[src/rtl/trigger_ring_seq_pkg.sv]
// trigger_ring_seq_pkg: state encodings and strobe levels shared by the ring sequencer.
package trigger_ring_seq_pkg;
  typedef enum logic [2:0] {
    S_IDLE  = 3'd0,
    S_CLEAR = 3'd1,
    S_GATE  = 3'd2,
    S_PULSE = 3'd3,
    S_HOLD  = 3'd4,
    S_WAIT  = 3'd5
  } state_t;
  localparam logic STB_ON  = 1'b1;
  localparam logic STB_OFF = 1'b0;
endpackage

[src/rtl/ring_step_timer.sv]
// ring_step_timer: loadable down-counter that saturates at zero and flags it.
module ring_step_timer #(
  parameter int W = 4
) (
  input  logic         clk,
  input  logic         rst_n,
  input  logic         load,
  input  logic [W-1:0] val,
  output logic         zero
);
  logic [W-1:0] cnt;
  always_ff @(posedge clk or negedge rst_n)
    if (!rst_n) cnt <= '0;
    else cnt <= load ? val : (cnt != '0) ? cnt - 1'b1 : cnt;
  assign zero = (cnt == '0);
endmodule

[src/rtl/trigger_ring_seq.sv]
// trigger_ring_seq: trigger-ring step sequencer; define RING_CHECK_EN to enable the ring feedback check.
module trigger_ring_seq
  import trigger_ring_seq_pkg::*;
#(
  parameter int N          = 8,
  parameter int GATE_SETUP = 2,
  parameter int PULSE_W    = 1,
  parameter int STEP_PER   = 16,
  parameter int CLR_W      = 2
) (
  input  logic                 i_clk,
  input  logic                 i_rst_n,
  input  logic                 i_start,
  input  logic                 i_stop,
  input  logic                 i_single,
  input  logic                 i_clear,
  input  logic [N-1:0]         i_ring,
  output logic [N-1:0]         o_set_gate,
  output logic [N-1:0]         o_ac_set,
  output logic [N-1:0]         o_reset_gate,
  output logic [N-1:0]         o_ac_reset,
  output logic [N-1:0]         o_dc_set_n,
  output logic [N-1:0]         o_dc_reset_n,
  output logic [$clog2(N)-1:0] o_stage,
  output logic                 o_step,
  output logic                 o_busy,
  output logic                 o_err
);
  localparam int SW = $clog2(N);
  localparam int TW = $clog2(STEP_PER + 1);
  localparam int WAIT_L = STEP_PER - GATE_SETUP - PULSE_W - 2;
  localparam logic [N-1:0] DC_SET_N = ~N'(1);
  localparam logic [N-1:0] DC_RST_N = N'(1);
  state_t state, ns;
  logic [SW-1:0] nx;
  logic [N-1:0] cur_oh, nx_oh;
  logic [TW-1:0] t_val;
  logic t_zero, mis, stop_pend, one_shot, act;
  assign nx = (o_stage == SW'(N - 1)) ? '0 : o_stage + 1'b1;
  assign cur_oh = N'(1) << o_stage;
  assign nx_oh = N'(1) << nx;
  assign act = ns inside {S_GATE, S_PULSE, S_HOLD};
  assign t_val = (ns == S_GATE)  ? TW'(GATE_SETUP - 1) :
                 (ns == S_PULSE) ? TW'(PULSE_W - 1) :
                 (ns == S_WAIT)  ? TW'(WAIT_L) :
                 (ns == S_CLEAR) ? TW'(CLR_W - 1) : '0;
  // Every phase reloads the shared timer on entry and leaves when it reaches zero.
  ring_step_timer #(.W(TW)) u_timer (
    .clk  (i_clk),
    .rst_n(i_rst_n),
    .load (ns != state),
    .val  (t_val),
    .zero (t_zero)
  );
`ifdef RING_CHECK_EN
  assign mis = (state == S_WAIT) & t_zero & (i_ring != cur_oh);
  always_ff @(posedge i_clk or negedge i_rst_n)
    if (!i_rst_n) o_err <= 1'b0;
    else o_err <= (ns == S_CLEAR) ? 1'b0 : o_err | mis;
`else
  logic unused_ring;
  assign unused_ring = ^i_ring;
  assign mis = 1'b0;
  assign o_err = 1'b0;
`endif
  always_comb begin
    ns = state;
    case (state)
      S_IDLE:  ns = i_clear ? S_CLEAR : (i_start | i_single) ? S_GATE : S_IDLE;
      S_CLEAR: ns = t_zero ? S_IDLE : S_CLEAR;
      S_GATE:  ns = t_zero ? S_PULSE : S_GATE;
      S_PULSE: ns = t_zero ? S_HOLD : S_PULSE;
      S_HOLD:  ns = S_WAIT;
      S_WAIT:  ns = !t_zero ? S_WAIT :
                    (i_start & ~stop_pend & ~i_stop & ~one_shot & ~mis) ? S_GATE : S_IDLE;
      default: ns = S_IDLE;
    endcase
  end
  // Outputs are registered from the next state so strobes line up with the state they belong to.
  always_ff @(posedge i_clk or negedge i_rst_n)
    if (!i_rst_n) begin
      state        <= S_IDLE;
      o_stage      <= '0;
      o_set_gate   <= '0;
      o_reset_gate <= '0;
      o_ac_set     <= '0;
      o_ac_reset   <= '0;
      o_dc_set_n   <= DC_SET_N;
      o_dc_reset_n <= DC_RST_N;
      o_step       <= STB_OFF;
      o_busy       <= 1'b0;
      stop_pend    <= 1'b0;
      one_shot     <= 1'b0;
    end else begin
      state        <= ns;
      o_stage      <= (state == S_HOLD) ? nx : (ns == S_CLEAR) ? '0 : o_stage;
      o_set_gate   <= act ? nx_oh : '0;
      o_reset_gate <= act ? cur_oh : '0;
      o_ac_set     <= (ns == S_PULSE) ? nx_oh : '0;
      o_ac_reset   <= (ns == S_PULSE) ? cur_oh : '0;
      o_dc_set_n   <= (ns == S_CLEAR) ? DC_SET_N : '1;
      o_dc_reset_n <= (ns == S_CLEAR) ? DC_RST_N : '1;
      o_step       <= (ns == S_WAIT && state != S_WAIT) ? STB_ON : STB_OFF;
      o_busy       <= (ns != S_IDLE);
      stop_pend    <= (ns == S_IDLE) ? 1'b0 : stop_pend | i_stop;
      one_shot     <= (ns == S_IDLE) ? 1'b0 : one_shot | (state == S_IDLE & i_single);
    end
endmodule

[config.mk]
export PLATFORM = sky130hd
export DESIGN_NAME = trigger_ring_seq
export DESIGN_NICKNAME = d
export VERILOG_FILES = /design/src/rtl/trigger_ring_seq_pkg.sv /design/src/rtl/ring_step_timer.sv /design/src/rtl/trigger_ring_seq.sv
export SDC_FILE = /design/constraint.sdc
export NUM_CORES = 1
export LEC_CHECK = 0
export ABC_AREA = 1
export CORE_ASPECT_RATIO = 1.75
export CORE_UTILIZATION = 46
export DETAILED_ROUTE_END_ITERATION = 10
export GPL_TIMING_DRIVEN = 0
export PLACE_DENSITY = 0.87
export SLEW_MARGIN = 25
export SYNTH_ARGS = -nofsm -noshare
export SYNTH_HDL_FRONTEND = slang
export SYNTH_HIERARCHICAL = 1
export SYNTH_SLANG_ARGS = --single-unit
[constraint.sdc]
create_clock -name i_clk -period 2.75 [get_ports i_clk]
set_input_delay 0.55 -clock i_clk [delete_from_list [all_inputs] [get_ports i_clk]]
set_output_delay 0.55 -clock i_clk [all_outputs]
set_load 0.01 [all_outputs]
==> results.yml, run 1 <==
global_routing:
  grt_pass1_wl_um: 7060
  grt_max_degree: 27
  antenna_found_initial: 0
  grt-ovfl-total: 0
  grt_pass1_vias: 1604
  grt_usage_pct: 19.7
setup_path:
  crit_chain: "inv_1, ha_1, nand3_2, inv_1, nand2_1, nand3_1, nand2_1, inv_1, nand2_2, nand2_1, nand3_1, inv_2, nand4_2, nand2_1, o21ai_1"
  worstSetupStartpointType: "flip-flop"
  cp_max_fo: 8
  crit_type: "flip-flop to flip-flop"
  max_stage_delay_ns: 0.40
  critical_path.most_common_cell: "nand2_1"
  slowest_stage: "dfrtp_1"
  required_ns: 2.93
  endpoint_kind: "flip-flop"
  cp.arrival_ns: 2.67
routing:
  dr.pass1.iters: 4
  drc: 0
  avgRoutedWirePerCell_um: 12.0
  vias: 1652
  dr_wl_met3_um: 161
  met1_length_um: 1570
  vias_per_cell: 4.65
  drt_iter0_drc: 31
  wl_met2_um: 2360
  wirelength_um: 4260
  maxUsedRoutingLayer: "met4"
  ant_nets: 0
timing:
  finalSetupTns_ns: 0
  layout_setup_ws_ns: 0.263
  clock_skew_ns: 0.0110
  fmax_mhz: 402
  finalSetupViolations: 0
  hold_violations: 0
  finalMaxSlewViolations: 0
  post-route-min-period_ns: 2.49
  hold_slack_ns: 0.188
  rsz0062_at_grt: "no"
  timing.final.crit_share_pct: 90.4
clock_tree:
  numCtsBuffers: 5
  clkTransAtPathRegs_ns: 0.09
  post_cts_buffers: 0
  cts_num_sinks: 44
  tritoncts: "done"
  cts_hold_buf: 0
  cts_root_buf: "clkbuf_8"
  h-tree-depth: 2
  cts_resized: 0
  clock_latency_ns: 0.30
  cts_max_path_buffers: 2
finish:
  antenna_cells: 0
  synthToLayoutAreaGrowth_pct: 33.9
  layout-drive-gt1-share_pct: 17.1
  seq_area_um2: 1100
  final_core_util_pct: 64.3
  nets: 325
  fin_cells: 355
  design_area_um2: 2860
  multi_input_area_um2: 711
  fillers: 352
hold_path:
  min_path_type: "input port to asynchronous set/reset pin"
synth:
  synth_top_area_share_pct: 51.6
  yosys_warnings: 6
  synth_top_area_cell: "dfrtp_1"
  synthTopCellsByArea: "dfrtp_1, buf_4, inv_1"
  avgSynthCellArea_um2: 9.04
  yosysSeqAreaShare_pct: 51.6
  ys_types: 27
  synth_seq_cells: 44
  netlist_instances: 236
  syn_area_um2: 2130
placed_design:
  dpl_cell_area_um2: 2750
  place_inst: 347
  hpwlAfterDp_um: 3290
  port_buffers: 50
  routabilityCongestion: 0.897
  pre_cts_ws_ns: 0.389
power_and_ir_drop:
  p_leak_nw: 1.51
  max-vdd-ir-drop_uv: 589
  p_total_mw: 2.76
  powerDensity_nw_per_um2: 966
status:
  outcome: "finished clean"
die:
  dieArea_um2: 4930
  fp.dieW_um: 53.5
  die_h_um: 92.1
  coreArea_um2: 4440
  io_pins: 68
  initial_utilization_pct: 48.0
  rows: 32
run:
  cap_violations: 0
-- worst max-delay path: cells and delay by family, from the launching register on --
family,cells,cell delay (ns)
adder cells (fa/ha/maj),1,0.30
flip-flops,1,0.40
buffers and inverters,4,0.56
AO/OA/AOI/OAI,1,0.06
AND/OR/NAND/NOR,9,1.04
-- final timing paths --
check / start / endpoint / slack [ns] / cells past startpoint
worst max-delay path: u_timer/cnt[0] / u_timer/cnt[0] / 0.26 / 15
worst max register to register: u_timer/cnt[0] / u_timer/cnt[0] / 0.26 / 15
max in group asynchronous: i_rst_n / o_ac_set[4] / 2.08 / 2
worst min register to register: u_timer/cnt[4] / u_timer/cnt[4] / 0.52 / 2
min in group i_clk: u_timer/cnt[4] / u_timer/cnt[4] / 0.52 / 2
worst min-delay path: i_rst_n / o_step / 0.19 / 1
-- power breakdown --
part | internal (mW) | switching (mW)
sequential | 0.780 | 0.0979
clock | 0.269 | 0.217
combinational | 0.603 | 0.795
total | 1.65 | 1.11
-- synth_stat cells --
cell type and instances:
a21oi_1 3, buf_4 22, buf_6 2, clkbuf_1 1, conb_1 2, dfrtp_1 44
ha_1 8, inv_1 41, inv_2 3, nand2_1 41, nand2_2 3, nand3_1 19
nand3_2 1, nand3b_1 1, nand4_2 2, nor2_1 18, nor2_2 2, nor2_4 1
nor3_1 4, nor3_2 4, o21a_4 1, o21ai_0 6, o21ai_1 3, o21ai_2 1
o22ai_1 1, xnor2_1 1, xor2_1 1
-- state kept, by name (all words and copies together), names as in the netlist --
| name | cells |
|---|---|
| o_reset_gate | 6 |
| one_shot | 1 |
| o_dc_reset_n | 1 |
| o_stage | 3 |
| o_ac_reset | 6 |
| o_set_gate | 8 |
| u_timer/cnt | 5 |
| stop_pend | 1 |
| o_step | 1 |
| o_busy | 1 |
| o_ac_set | 8 |
| state | 3 |
-- logic make-up (layout without fill, tap and decap cells) --
logic type / after synthesis / after routing / synth area share, %
AND/OR/NAND/NOR: 96 / 96 / 21.6
XOR/XNOR: 2 / 2 / 0.821
buffers and inverters: 69 / 128 / 16.7
flip-flops: 44 / 44 / 51.6
adder cells (fa/ha/maj): 8 / 8 / 4.69
other: 2 / 11 / 0.352
AO/OA/AOI/OAI: 15 / 15 / 4.22
-- area by class of cell --
class,count,area share (%)
clock inverters,3,1.49
flip-flops and latches,44,38.5
well taps,51,2.23
inverters,44,5.78
plain buffers,25,6.70
clock buffers,5,2.41
repair buffers,51,18.0
multi-input cells,132,24.9
-- layer usage --
metal  vias up  track usage [%]
met1       770             21.1
met2        53             34.4
met5         -                0
met3        13             4.15
li1        816                -
met4         0             9.87
-- cell usage in the layout, fill, tap and decap left out, drive strengths merged, types with 2 or more instances in the layout --
cell type and instances:
clkdlybuf4s50 49, dfrtp 44, inv 44, nand2 44, buf 26, nor2 21, nand3 20, conb 11
o21ai 10, ha 8, nor3 8, clkbuf 6, a21oi 3, nand4 2
Power figures use the tool's default switching activity.
==> run 2, diff against run 1 <==
HOLD_SLACK_MARGIN = 0.12   (was default)
SETUP_SLACK_MARGIN = 0.15   (was default)
==> run 2 against run 1 <==
Flip-flop and latch count is the same. Clock power hardly changed. Die area is the same. Via count down 0.97%. Power up 0.41%. Worst hold slack worse by 0.00090 ns. Cell count stayed put. Register-to-register slack improved by 0.13 ns. Count of clock-buffer cells in the layout unchanged. Clock skew about the same. Sequential power about the same. First-iteration DRC count increased by 3.2%. Critical path type unchanged. Largest cell class unchanged. Highest routed layer unchanged.
==> results.yml, run 2 (synthesis results as in run 1) <==
setup_path:
  critical_path.most_common_cell: "nand2_1"
  worstSetupStartpointType: "flip-flop"
  crit_type: "flip-flop to flip-flop"
  max_stage_delay_ns: 0.39
  cp.arrival_ns: 2.54
  endpoint_kind: "flip-flop"
  crit_chain: "inv_1, ha_1, nand3_2, inv_1, nand2_1, nand3_1, nand2_1, inv_1, nand2_2, nand2_1, nand3_2, inv_2, nand4_2, nand2_1, o21ai_1"
  r2r_setup_slack_ns: 0.39
  slowest_stage: "dfrtp_1"
  reg2regPathDepth: 15
  cp_max_fo: 8
  required_ns: 2.93
routing:
  ant_nets: 0
  drc: 0
  drt_iter0_drc: 32
  vias: 1636
  dr.pass1.iters: 4
  wl_met2_um: 2390
  met1_length_um: 1570
  avgRoutedWirePerCell_um: 12.0
  maxUsedRoutingLayer: "met4"
  dr_wl_met3_um: 145
  vias_per_cell: 4.61
  wirelength_um: 4250
placed_design:
  routabilityCongestion: 0.897
  hpwlAfterDp_um: 3290
  port_buffers: 50
  place_inst: 347
power_and_ir_drop:
  p_total_mw: 2.77
  p_leak_nw: 1.51
  max-vdd-ir-drop_uv: 596
  powerDensity_nw_per_um2: 968
timing:
  fmax_mhz: 425
  rsz0062_at_grt: "no"
  clock_skew_ns: 0.0111
  post-route-min-period_ns: 2.36
  hold_violations: 0
  finalSetupViolations: 0
  finalSetupTns_ns: 0
  finalMaxSlewViolations: 0
  timing.final.crit_share_pct: 85.7
clock_tree:
  cts_num_sinks: 44
  tritoncts: "done"
  h-tree-depth: 2
  cts_max_path_buffers: 2
  cts_root_buf: "clkbuf_8"
  clock_latency_ns: 0.30
  clkTransAtPathRegs_ns: 0.09
  numCtsBuffers: 5
hold_path:
  min_path_type: "input port to asynchronous set/reset pin"
die:
  coreArea_um2: 4440
  rows: 32
  fp.dieW_um: 53.5
  dieArea_um2: 4930
  io_pins: 68
  initial_utilization_pct: 48.0
  die_h_um: 92.1
finish:
  antenna_cells: 0
  layout_commonest_cell: "clkdlybuf4s50_1"
  seq_area_um2: 1100
  synthToLayoutAreaGrowth_pct: 34.2
  layout-drive-gt1-share_pct: 17.4
  multi_input_area_um2: 716
  fillers: 349
  largestRegisters: "o_ac_set (8), o_set_gate (8)"
  layout_common_cells: "clkdlybuf4s50_1, dfrtp_1, inv_1, nand2_1, buf_4"
  nets: 325
  fin_cells: 355
global_routing:
  grt_usage_pct: 19.7
  grt_pass1_wl_um: 7060
  grt_max_degree: 27
  antenna_found_initial: 0
  grt-ovfl-total: 0
  grt_pass1_vias: 1604
run:
  cap_violations: 0
status:
  outcome: "finished clean"
## run 2: routing by layer
layer	GRT usage, %	vias to the layer above
met1	21.1	760
li1	-	816
met5	0	-
met4	9.87	0
met2	34.4	49
met3	4.15	11
## run 2: area by class of cell
type	instances	share of cell area (%)
inverter	44	5.77
tap	51	2.23
sequential	44	38.4
multi-input combinational	132	25.0
clock inverter	3	1.49
clock buffer	5	2.40
timing repair buffer	51	18.0
buffer	25	6.68
## run 2: power by group
| group | leakage (nW) | switching [mW] | internal [mW] |
|---|---|---|---|
| clock network | 0.0541 | 0.217 | 0.269 |
| logic | 0.870 | 0.802 | 0.608 |
| registers | 0.587 | 0.0967 | 0.780 |
## run 2: repair_timing
action,in CTS,in global routing
gates resized for setup,0,1
setup endpoints to repair,0,2
setup buffers,0,0
hold buffers,0,0
## run 2: path summary, 6_finish.rpt
check                          startpoint        endpoint
hold / removal                    i_rst_n          o_step
max in group asynchronous         i_rst_n     o_ac_set[4]
setup / recovery           u_timer/cnt[0]  u_timer/cnt[0]
min in group i_clk         u_timer/cnt[4]  u_timer/cnt[4]
hold reg to reg            u_timer/cnt[4]  u_timer/cnt[4]
setup reg to reg           u_timer/cnt[0]  u_timer/cnt[0]
## run 2: through the flow
| stage | cell area [um^2] | hold slack, ns | utilization (%) | worst slack [ns] |
|---|---|---|---|---|
| floorplan | 2170 | 0.254 | - | 0.755 |
| global placement | 2730 | 0.485 | 61.5 | 0.0633 |
| detailed placement | 2750 | 0.496 | 61.8 | 0.389 |
| CTS | 2860 | 0.201 | 64.3 | 0.313 |
| global route | 2860 | 0.208 | 64.4 | 0.188 |
| finish | 2860 | 0.187 | 64.4 | 0.394 |
## run 2: worst max-delay path, delay by kind of cell (launching register included)
| kind | cells | cell delay [ns] |
|---|---|---|
| compound gates | 1 | 0.06 |
| simple gates | 9 | 0.96 |
| fa+ha+maj | 1 | 0.29 |
| flops | 1 | 0.39 |
| buf+inv | 4 | 0.52 |
